===== src/rtl/led_activity_stretcher.sv =====
// Per-channel LED flash stretcher: each event strobe becomes a fixed ON window
// followed by a mandatory OFF gap, with at most one flash queued behind it.
module led_activity_stretcher #(
  parameter int CHANNELS = 4,
  parameter int ON_CLKS  = 2500000,
  parameter int OFF_CLKS = 2500000
) (
  input  logic                i_clk,
  input  logic                i_rst,
  input  logic [CHANNELS-1:0] i_event,
  output logic [CHANNELS-1:0] o_led,
  output logic                o_busy
);

  localparam int MAX_CLKS = (ON_CLKS > OFF_CLKS) ? ON_CLKS : OFF_CLKS;
  localparam int CNT_W    = (MAX_CLKS > 1) ? $clog2(MAX_CLKS) : 1;
  localparam logic [CNT_W-1:0] ON_LAST  = CNT_W'(ON_CLKS - 1);
  localparam logic [CNT_W-1:0] OFF_LAST = CNT_W'(OFF_CLKS - 1);

  typedef enum logic [1:0] {
    ST_IDLE = 2'd0,
    ST_ON   = 2'd1,
    ST_OFF  = 2'd2
  } state_t;

  // Power-up values give a dark, idle indicator even without a reset pulse.
  state_t [CHANNELS-1:0]            state_r = {CHANNELS{ST_IDLE}};
  logic   [CHANNELS-1:0][CNT_W-1:0] cnt_r   = '0;
  logic   [CHANNELS-1:0]            pend_r  = '0;
  logic   [CHANNELS-1:0]            led_r   = '0;
  logic                             busy_r  = 1'b0;

  state_t [CHANNELS-1:0]            nxt_state_s;
  logic   [CHANNELS-1:0][CNT_W-1:0] nxt_cnt_s;
  logic   [CHANNELS-1:0]            nxt_pend_s;
  logic   [CHANNELS-1:0]            nxt_led_s;
  logic                             nxt_busy_s;

  // Next-state decode for every channel, plus the output values it implies.
  always_comb begin
    nxt_state_s = state_r;
    nxt_cnt_s   = cnt_r;
    nxt_pend_s  = pend_r;
    nxt_led_s   = '0;
    nxt_busy_s  = 1'b0;
    for (int k = 0; k < CHANNELS; k++) begin
      case (state_r[k])
        ST_IDLE: begin
          if (i_event[k]) begin
            nxt_state_s[k] = ST_ON;
            nxt_cnt_s[k]   = '0;
          end else begin
            nxt_cnt_s[k]   = '0;
          end
        end
        ST_ON: begin
          nxt_pend_s[k] = pend_r[k] | i_event[k];
          if (cnt_r[k] == ON_LAST) begin
            nxt_state_s[k] = ST_OFF;
            nxt_cnt_s[k]   = '0;
          end else begin
            nxt_cnt_s[k]   = cnt_r[k] + CNT_W'(1);
          end
        end
        ST_OFF: begin
          if (cnt_r[k] == OFF_LAST) begin
            // An event on the last gap cycle chains straight into the next flash.
            if (pend_r[k] | i_event[k]) begin
              nxt_state_s[k] = ST_ON;
            end else begin
              nxt_state_s[k] = ST_IDLE;
            end
            nxt_cnt_s[k]  = '0;
            nxt_pend_s[k] = 1'b0;
          end else begin
            nxt_cnt_s[k]  = cnt_r[k] + CNT_W'(1);
            nxt_pend_s[k] = pend_r[k] | i_event[k];
          end
        end
        default: begin
          nxt_state_s[k] = ST_IDLE;
          nxt_cnt_s[k]   = '0;
          nxt_pend_s[k]  = 1'b0;
        end
      endcase
      nxt_led_s[k] = (nxt_state_s[k] == ST_ON);
      nxt_busy_s   = nxt_busy_s | (nxt_state_s[k] != ST_IDLE);
    end
  end

  // State, counters and both outputs registered together; reset wins over events.
  always_ff @(posedge i_clk) begin
    if (i_rst) begin
      state_r <= {CHANNELS{ST_IDLE}};
      cnt_r   <= '0;
      pend_r  <= '0;
      led_r   <= '0;
      busy_r  <= 1'b0;
    end else begin
      state_r <= nxt_state_s;
      cnt_r   <= nxt_cnt_s;
      pend_r  <= nxt_pend_s;
      led_r   <= nxt_led_s;
      busy_r  <= nxt_busy_s;
    end
  end

  assign o_led  = led_r;
  assign o_busy = busy_r;

endmodule


===== config.mk =====
export PLATFORM = sky130hd
export DESIGN_NAME = led_activity_stretcher
export DESIGN_NICKNAME = d
export VERILOG_FILES = /design/src/rtl/led_activity_stretcher.sv
export SDC_FILE = /design/constraint.sdc
export NUM_CORES = 1
export LEC_CHECK = 0
export CAP_MARGIN = 0
export CORE_UTILIZATION = 40
export CTS_BUF_LIST = sky130_fd_sc_hd__clkbuf_8 sky130_fd_sc_hd__clkbuf_16
export DETAILED_ROUTE_END_ITERATION = 7
export SLEW_MARGIN = 20
export SYNTH_ARGS = -nofsm -noshare
export SYNTH_HDL_FRONTEND = slang
export SYNTH_SLANG_ARGS = --single-unit
export TNS_END_PERCENT = 100

===== constraint.sdc =====
create_clock -name i_clk -period 3.01 [get_ports i_clk]
set_input_delay 0.301 -clock i_clk [delete_from_list [all_inputs] [get_ports i_clk]]
set_output_delay 0.301 -clock i_clk [all_outputs]
set_load 0.05 [all_outputs]

==> impl_metrics.tcl, run 1 <==
set metrics [dict create \
    worst_ep_required_time_ns 3.22 \
    grt_max_degree 23 \
    fin_cells 735 \
    dieArea_um2 12700 \
    place.detailed.hpwl_um 6240 \
    gp_congestion 0.773 \
    ff_latch_area_um2 2100 \
    hp-start "cnt_r[44]$_SDFF_PP0_" \
    async_reset_ff_share_pct 0 \
    synth_top_area_share_pct 42.7 \
    hold_depth 1 \
    remaining_drc_errors 0 \
    max_freq_mhz 426 \
    grt_pass1_wl_um 15800 \
    fin_crit_ns 2.35 \
    gr-total-overflow 0 \
    clock_skew_ns 0.00898 \
    worstRegToRegCells 7 \
    synth.avg_cell_area_um2 8.62 \
    status "finished clean" \
    peakVddDrop_mv 0.388 \
    initial_core_util_pct 41.0 \
    r2r_start "cnt_r[22]$_SDFF_PP0_" \
    routed_wl_um 8930 \
    die_h_um 113 \
    cts_tree "built" \
    synth_area_um2 4920 \
    nFillCells 1169 \
    cp-start-kind "register" \
    yosys_register_bits 105 \
    rsz0062_at_grt "false" \
    htreeDepth 3 \
    hp-class "reg -> reg" \
    vias_per_cell 5.03 \
    drtIter0Drc 171 \
    setup_viol 0 \
    endpoint_kind "register" \
    multi_input_area_um2 2650 \
    tightest_slew_ns 0.767 \
    die_x_um 113 \
    grt_pass1_vias 3545 \
    fin_setup_tns_ns 0 \
    antenna_cells 0 \
    fin_nets 609 \
    finalHoldViolCount 0 \
    r2r-end "o_busy$_SDFF_PP0_" \
    synthCells 571 \
    drv_cap 0 \
    power.density_nw_per_um2 517 \
    ys_seq_area_share_pct 42.7 \
    clock_latency_ns 0.35 \
    post-cts-setup-buffers 0 \
    whs_endpoint "cnt_r[44]$_SDFF_PP0_" \
    slew_violations 0 \
    synth_nets 597 \
    num_io_pins 11 \
    hold_buffers 0 \
    numCtsBuffers 9 \
    post-route-util_pct 45.7 \
    finalPower_mw 2.84 \
    cp.arrival_ns 2.56 \
    ys_top_cells_by_area "dfxtp_1, nor2_1, xor2_1" \
    relSlewSlack_pct 48.5 \
    dr.pass1.iters 5 \
    power.leakage_nw 1.86 \
    reg2reg_setup_slack_ns 0.66 \
    yosysTopAreaCell "dfxtp_1" \
    cts-resized-gates 0 \
    synth_flop_cell "dfxtp_1" \
    synth_enable_flop_cells 0 \
    mostFrequentLayoutCell "nor2_1" \
    ys_warn_count 0 \
    cts.sinks 105 \
    track_usage_pct 15.3 \
    portBuffers 10 \
    core-area_um2 12000 \
    area_growth_pct 11.6 \
    drive_gt1_share_pct 4.59 \
    clk_path_buf_depth 2 \
    num_vias 3700 \
    final_cell_mix "nor2_1, dfxtp_1, xor2_1" \
    ys_types 48 \
    ant_nets 0 \
    dp_cells 719 \
    rows 40 \
    crit_fanout 6 \
    wl_per_cell_um 12.1 \
    critPathKind "reg -> reg" \
    cts_root_buf "clkbuf_16" \
    period_share_pct 78.0 \
    clk_transition_reported_paths_ns 0.07 \
    antenna_found_initial 0 \
]
[logic make-up after synthesis]
kind of cell | after synthesis | synth area share [%]
DFF | 105 | 42.7
xor gates and xnor gates | 79 | 14.1
buffers and inverters | 41 | 3.38
adders and majority gates | 20 | 5.09
muxes | 3 | 0.636
and+or+nand+nor | 274 | 28.0
AOI/OAI and AO/OA | 49 | 6.13
[stage by stage]
step	hold WS, ns	worst slack [ns]	cell area, um^2
3_3_place_gp	0.434	0.666	5170
5_1_grt	0.478	0.547	5490
3_5_place_dp	0.435	0.646	5170
4_1_cts	0.452	0.646	5490
2_1_floorplan	0.418	0.766	4920
6_report	0.449	0.663	5490
[worst max-delay path by stage]
stage / from / endpoint / slack, ns / cells after the start
3_5_place_dp: cnt_r[22]$_SDFF_PP0_ / o_busy$_SDFF_PP0_ / 0.65 / 7
2_1_floorplan: cnt_r[22]$_SDFF_PP0_ / o_busy$_SDFF_PP0_ / 0.77 / 8
6_report: cnt_r[22]$_SDFF_PP0_ / o_busy$_SDFF_PP0_ / 0.66 / 7
3_3_place_gp: cnt_r[22]$_SDFF_PP0_ / o_busy$_SDFF_PP0_ / 0.67 / 7
4_1_cts: cnt_r[22]$_SDFF_PP0_ / o_busy$_SDFF_PP0_ / 0.65 / 7
5_1_grt: cnt_r[22]$_SDFF_PP0_ / o_busy$_SDFF_PP0_ / 0.55 / 7
[worst max-delay path, cell delays in order (launching register included)]
cell and delay, ns:
dfxtp_1 0.37, ha_1 0.23, nand4_2 0.14, or4_4 0.52
or2_1 0.29, a211o_1 0.32, a211oi_1 0.20, a41oi_1 0.14
[layout make-up]
cell class                      count  share of cell area, %
Multi-Input combinational cell    425                   48.3
Sequential cell                   105                   38.3
Clock buffer                       10                   4.35
Tap cell                          147                   3.35
Timing Repair Buffer               13                   2.23
Inverter                           29                   1.98
Clock inverter                      6                   1.50
[registers in the layout (all words and copies together) (netlist names)]
name,flops
cnt_r,88
state_r,8
o_led,4
pend_r,4
o_busy,1
[synth_stat cells, types with 2 or more instances]
cell / n
a21oi_1: 14
mux2i_1: 2
dfxtp_1: 105
nor4_1: 5
and3_1: 11
xnor2_1: 33
o21ai_0: 17
and2_1: 3
or3b_2: 3
nand4_1: 21
nand3b_1: 3
and4_1: 7
nand2_1: 31
or3_1: 5
and3b_1: 3
nor3_1: 15
nor4b_1: 5
buf_2: 4
a211oi_1: 4
nor2b_1: 6
nor2_1: 115
inv_1: 29
or4_1: 2
clkbuf_1: 7
o21a_1: 3
nand3_1: 32
ha_1: 20
xor2_1: 46
[layer usage]
metal | vias to the layer above | wire length (um) | track usage [%] | part of all wire, %
li1 | 1956 | - | - | -
met1 | 1710 | 4440 | 19.0 | 50
met2 | 27 | 4070 | 25.4 | 46
met3 | 7 | 296 | 5.20 | 3.3
met4 | 0 | 116 | 4.47 | 1.3
met5 | - | 0 | 0 | 0
[report_power, final]
part           internal [mW]  switching [mW]
sequential              1.41          0.0148
combinational         0.0586          0.0966
clock                  0.747           0.511
total                   2.21           0.622
Power figures use the tool's default switching activity.
==> inputs of run 2 (changes only) <==
==> constraint.sdc (replaced) <==
create_clock -name i_clk -period 2.2 [get_ports i_clk]
set_input_delay 0.22 -clock i_clk [delete_from_list [all_inputs] [get_ports i_clk]]
set_output_delay 0.22 -clock i_clk [all_outputs]
set_load 0.05 [all_outputs]
==> impl_metrics.tcl, run 2 (synthesized netlist as in run 1, its figures left out) <==
set metrics [dict create \
    status "finished clean" \
    worst_ep_required_time_ns 2.41 \
    largest_reg_flops 88 \
    relSlewSlack_pct 66.9 \
    clock_latency_ns 0.35 \
    power.leakage_nw 2.00 \
    fin_cells 755 \
    crit_fanout 3 \
    fin_nets 630 \
    r2r_start "cnt_r[22]$_SDFF_PP0_" \
    reg2reg_setup_slack_ns 0.12 \
    max_freq_mhz 480 \
    slowest_stage "or4_4" \
    drv_cap 0 \
    num_vias 3820 \
    final_cell_mix "nor2_1, dfxtp_1, xor2_1" \
    hold_depth 1 \
    remaining_drc_errors 0 \
    hp-class "reg -> reg" \
    dieArea_um2 12700 \
    portBuffers 10 \
    slew_violations 0 \
    numCtsBuffers 9 \
    core-area_um2 12000 \
    cp-start-kind "register" \
    holdWs_ns 0.450 \
    endpoint_kind "register" \
    track_usage_pct 15.5 \
    grt_use_met3_pct 5.03 \
    cts_root_buf "clkbuf_16" \
    whs_endpoint "cnt_r[44]$_SDFF_PP0_" \
    period_share_pct 94.6 \
    cp.arrival_ns 2.29 \
    clk_path_buf_depth 2 \
    cts.sinks 105 \
    area_growth_pct 16.6 \
    post-route-util_pct 47.8 \
    clock_skew_ns 0.00830 \
    r2r-end "o_busy$_SDFF_PP0_" \
    power.density_nw_per_um2 687 \
    reg_top3 "cnt_r x88, state_r x8" \
    critPathKind "reg -> reg" \
    rows 40 \
    place.detailed.hpwl_um 6450 \
    dr.pass1.iters 4 \
    finalHoldViolCount 0 \
    cts_tree "built" \
    hold_buffers 0 \
    initial_core_util_pct 41.0 \
    grt_pass1_vias 3631 \
    grt_max_degree 23 \
    die_x_um 113 \
    drive_gt1_share_pct 9.21 \
    nFillCells 1137 \
    max_stage_delay_ns 0.49 \
    setup_viol 0 \
    wl_per_cell_um 12.1 \
    die_h_um 113 \
    tightest_slew_ns 0.492 \
    top_register "cnt_r" \
    dp_cells 740 \
    ant_nets 0 \
    use_met1_pct 19.7 \
    vias_per_cell 5.06 \
    grt_pass1_wl_um 16000 \
    worstRegToRegCells 7 \
    antenna_found_initial 0 \
    gp_congestion 0.811 \
    use_met2_pct 25.3 \
    worstPathCellList "ha_4, nand4_4, or4_4, or2_4, a211o_1, a211oi_2, a41oi_1" \
    drtIter0Drc 228 \
    gr-total-overflow 0 \
    routed_wl_um 9150 \
    htreeDepth 3 \
    antenna_cells 0 \
    hp-start "cnt_r[44]$_SDFF_PP0_" \
    peakVddDrop_mv 0.474 \
    fin_crit_ns 2.08 \
    mostFrequentLayoutCell "nor2_1" \
    num_io_pins 11 \
    clk_transition_reported_paths_ns 0.07 \
    finalPower_mw 3.94 \
    busiest_layer "met2" \
]
run 2: repair_timing:
item	CTS	global route
resized for setup	0	9
setup endpoints to repair	1	5
pin swaps	1	2
buffers inserted	0	0
run 2: worst max path at each step:
stage	from	to	slack, ns	depth (start not counted)
after global routing	cnt_r[22]$_SDFF_PP0_	o_busy$_SDFF_PP0_	-0.006	7
after detailed placement	cnt_r[60]$_SDFF_PP0_	o_busy$_SDFF_PP0_	-0.02	6
after global placement	cnt_r[60]$_SDFF_PP0_	o_busy$_SDFF_PP0_	0.01	6
after floorplan	cnt_r[23]$_SDFF_PP0_	o_busy$_SDFF_PP0_	0.007	8
final	cnt_r[22]$_SDFF_PP0_	o_busy$_SDFF_PP0_	0.12	7
after CTS	cnt_r[23]$_SDFF_PP0_	o_busy$_SDFF_PP0_	0.03	7
run 2: cell type report:
cell class	count	area [um^2]	area share (%)
clock buffers	12	267	4.65
clock inverters	3	63.8	1.11
inverters	29	109	1.90
multi-input cells	425	2700	47.1
flip-flops and latches	105	2100	36.7
well taps	147	184	3.21
repair buffers	34	305	5.32
run 2: worst max-delay path: cells and delay by family (launching register included):
family	cells	cell delay, ns
AND/OR/NAND/NOR	3	0.82
flip-flops	1	0.36
adder cells (fa/ha/maj)	1	0.16
AO/OA/AOI/OAI	3	0.62
run 2: per-layer routing:
layer  routed length (um)  up-vias
met5                    0        -
met4                   57        0
met3                  294        5
met2                 4210       50
met1                 4590     1770
li1                     -     1995
run 2: per-stage QoR:
stage | cell area (um^2) | setup WS [ns] | setup TNS, ns
3_3_place_gp | 5370 | 0.0100 | 0
2_1_floorplan | 4940 | 0.00680 | 0
4_1_cts | 5700 | 0.0253 | 0
5_1_grt | 5740 | -0.00600 | -0.00600
3_5_place_dp | 5370 | -0.0177 | -0.0177
6_report | 5740 | 0.119 | 0
run 2: power breakdown:
part / internal (mW) / switching, mW / leakage (nW)
sequential: 1.93 / 0.0222 / 0.850
combinational: 0.0912 / 0.139 / 0.983
clock: 1.08 / 0.683 / 0.166
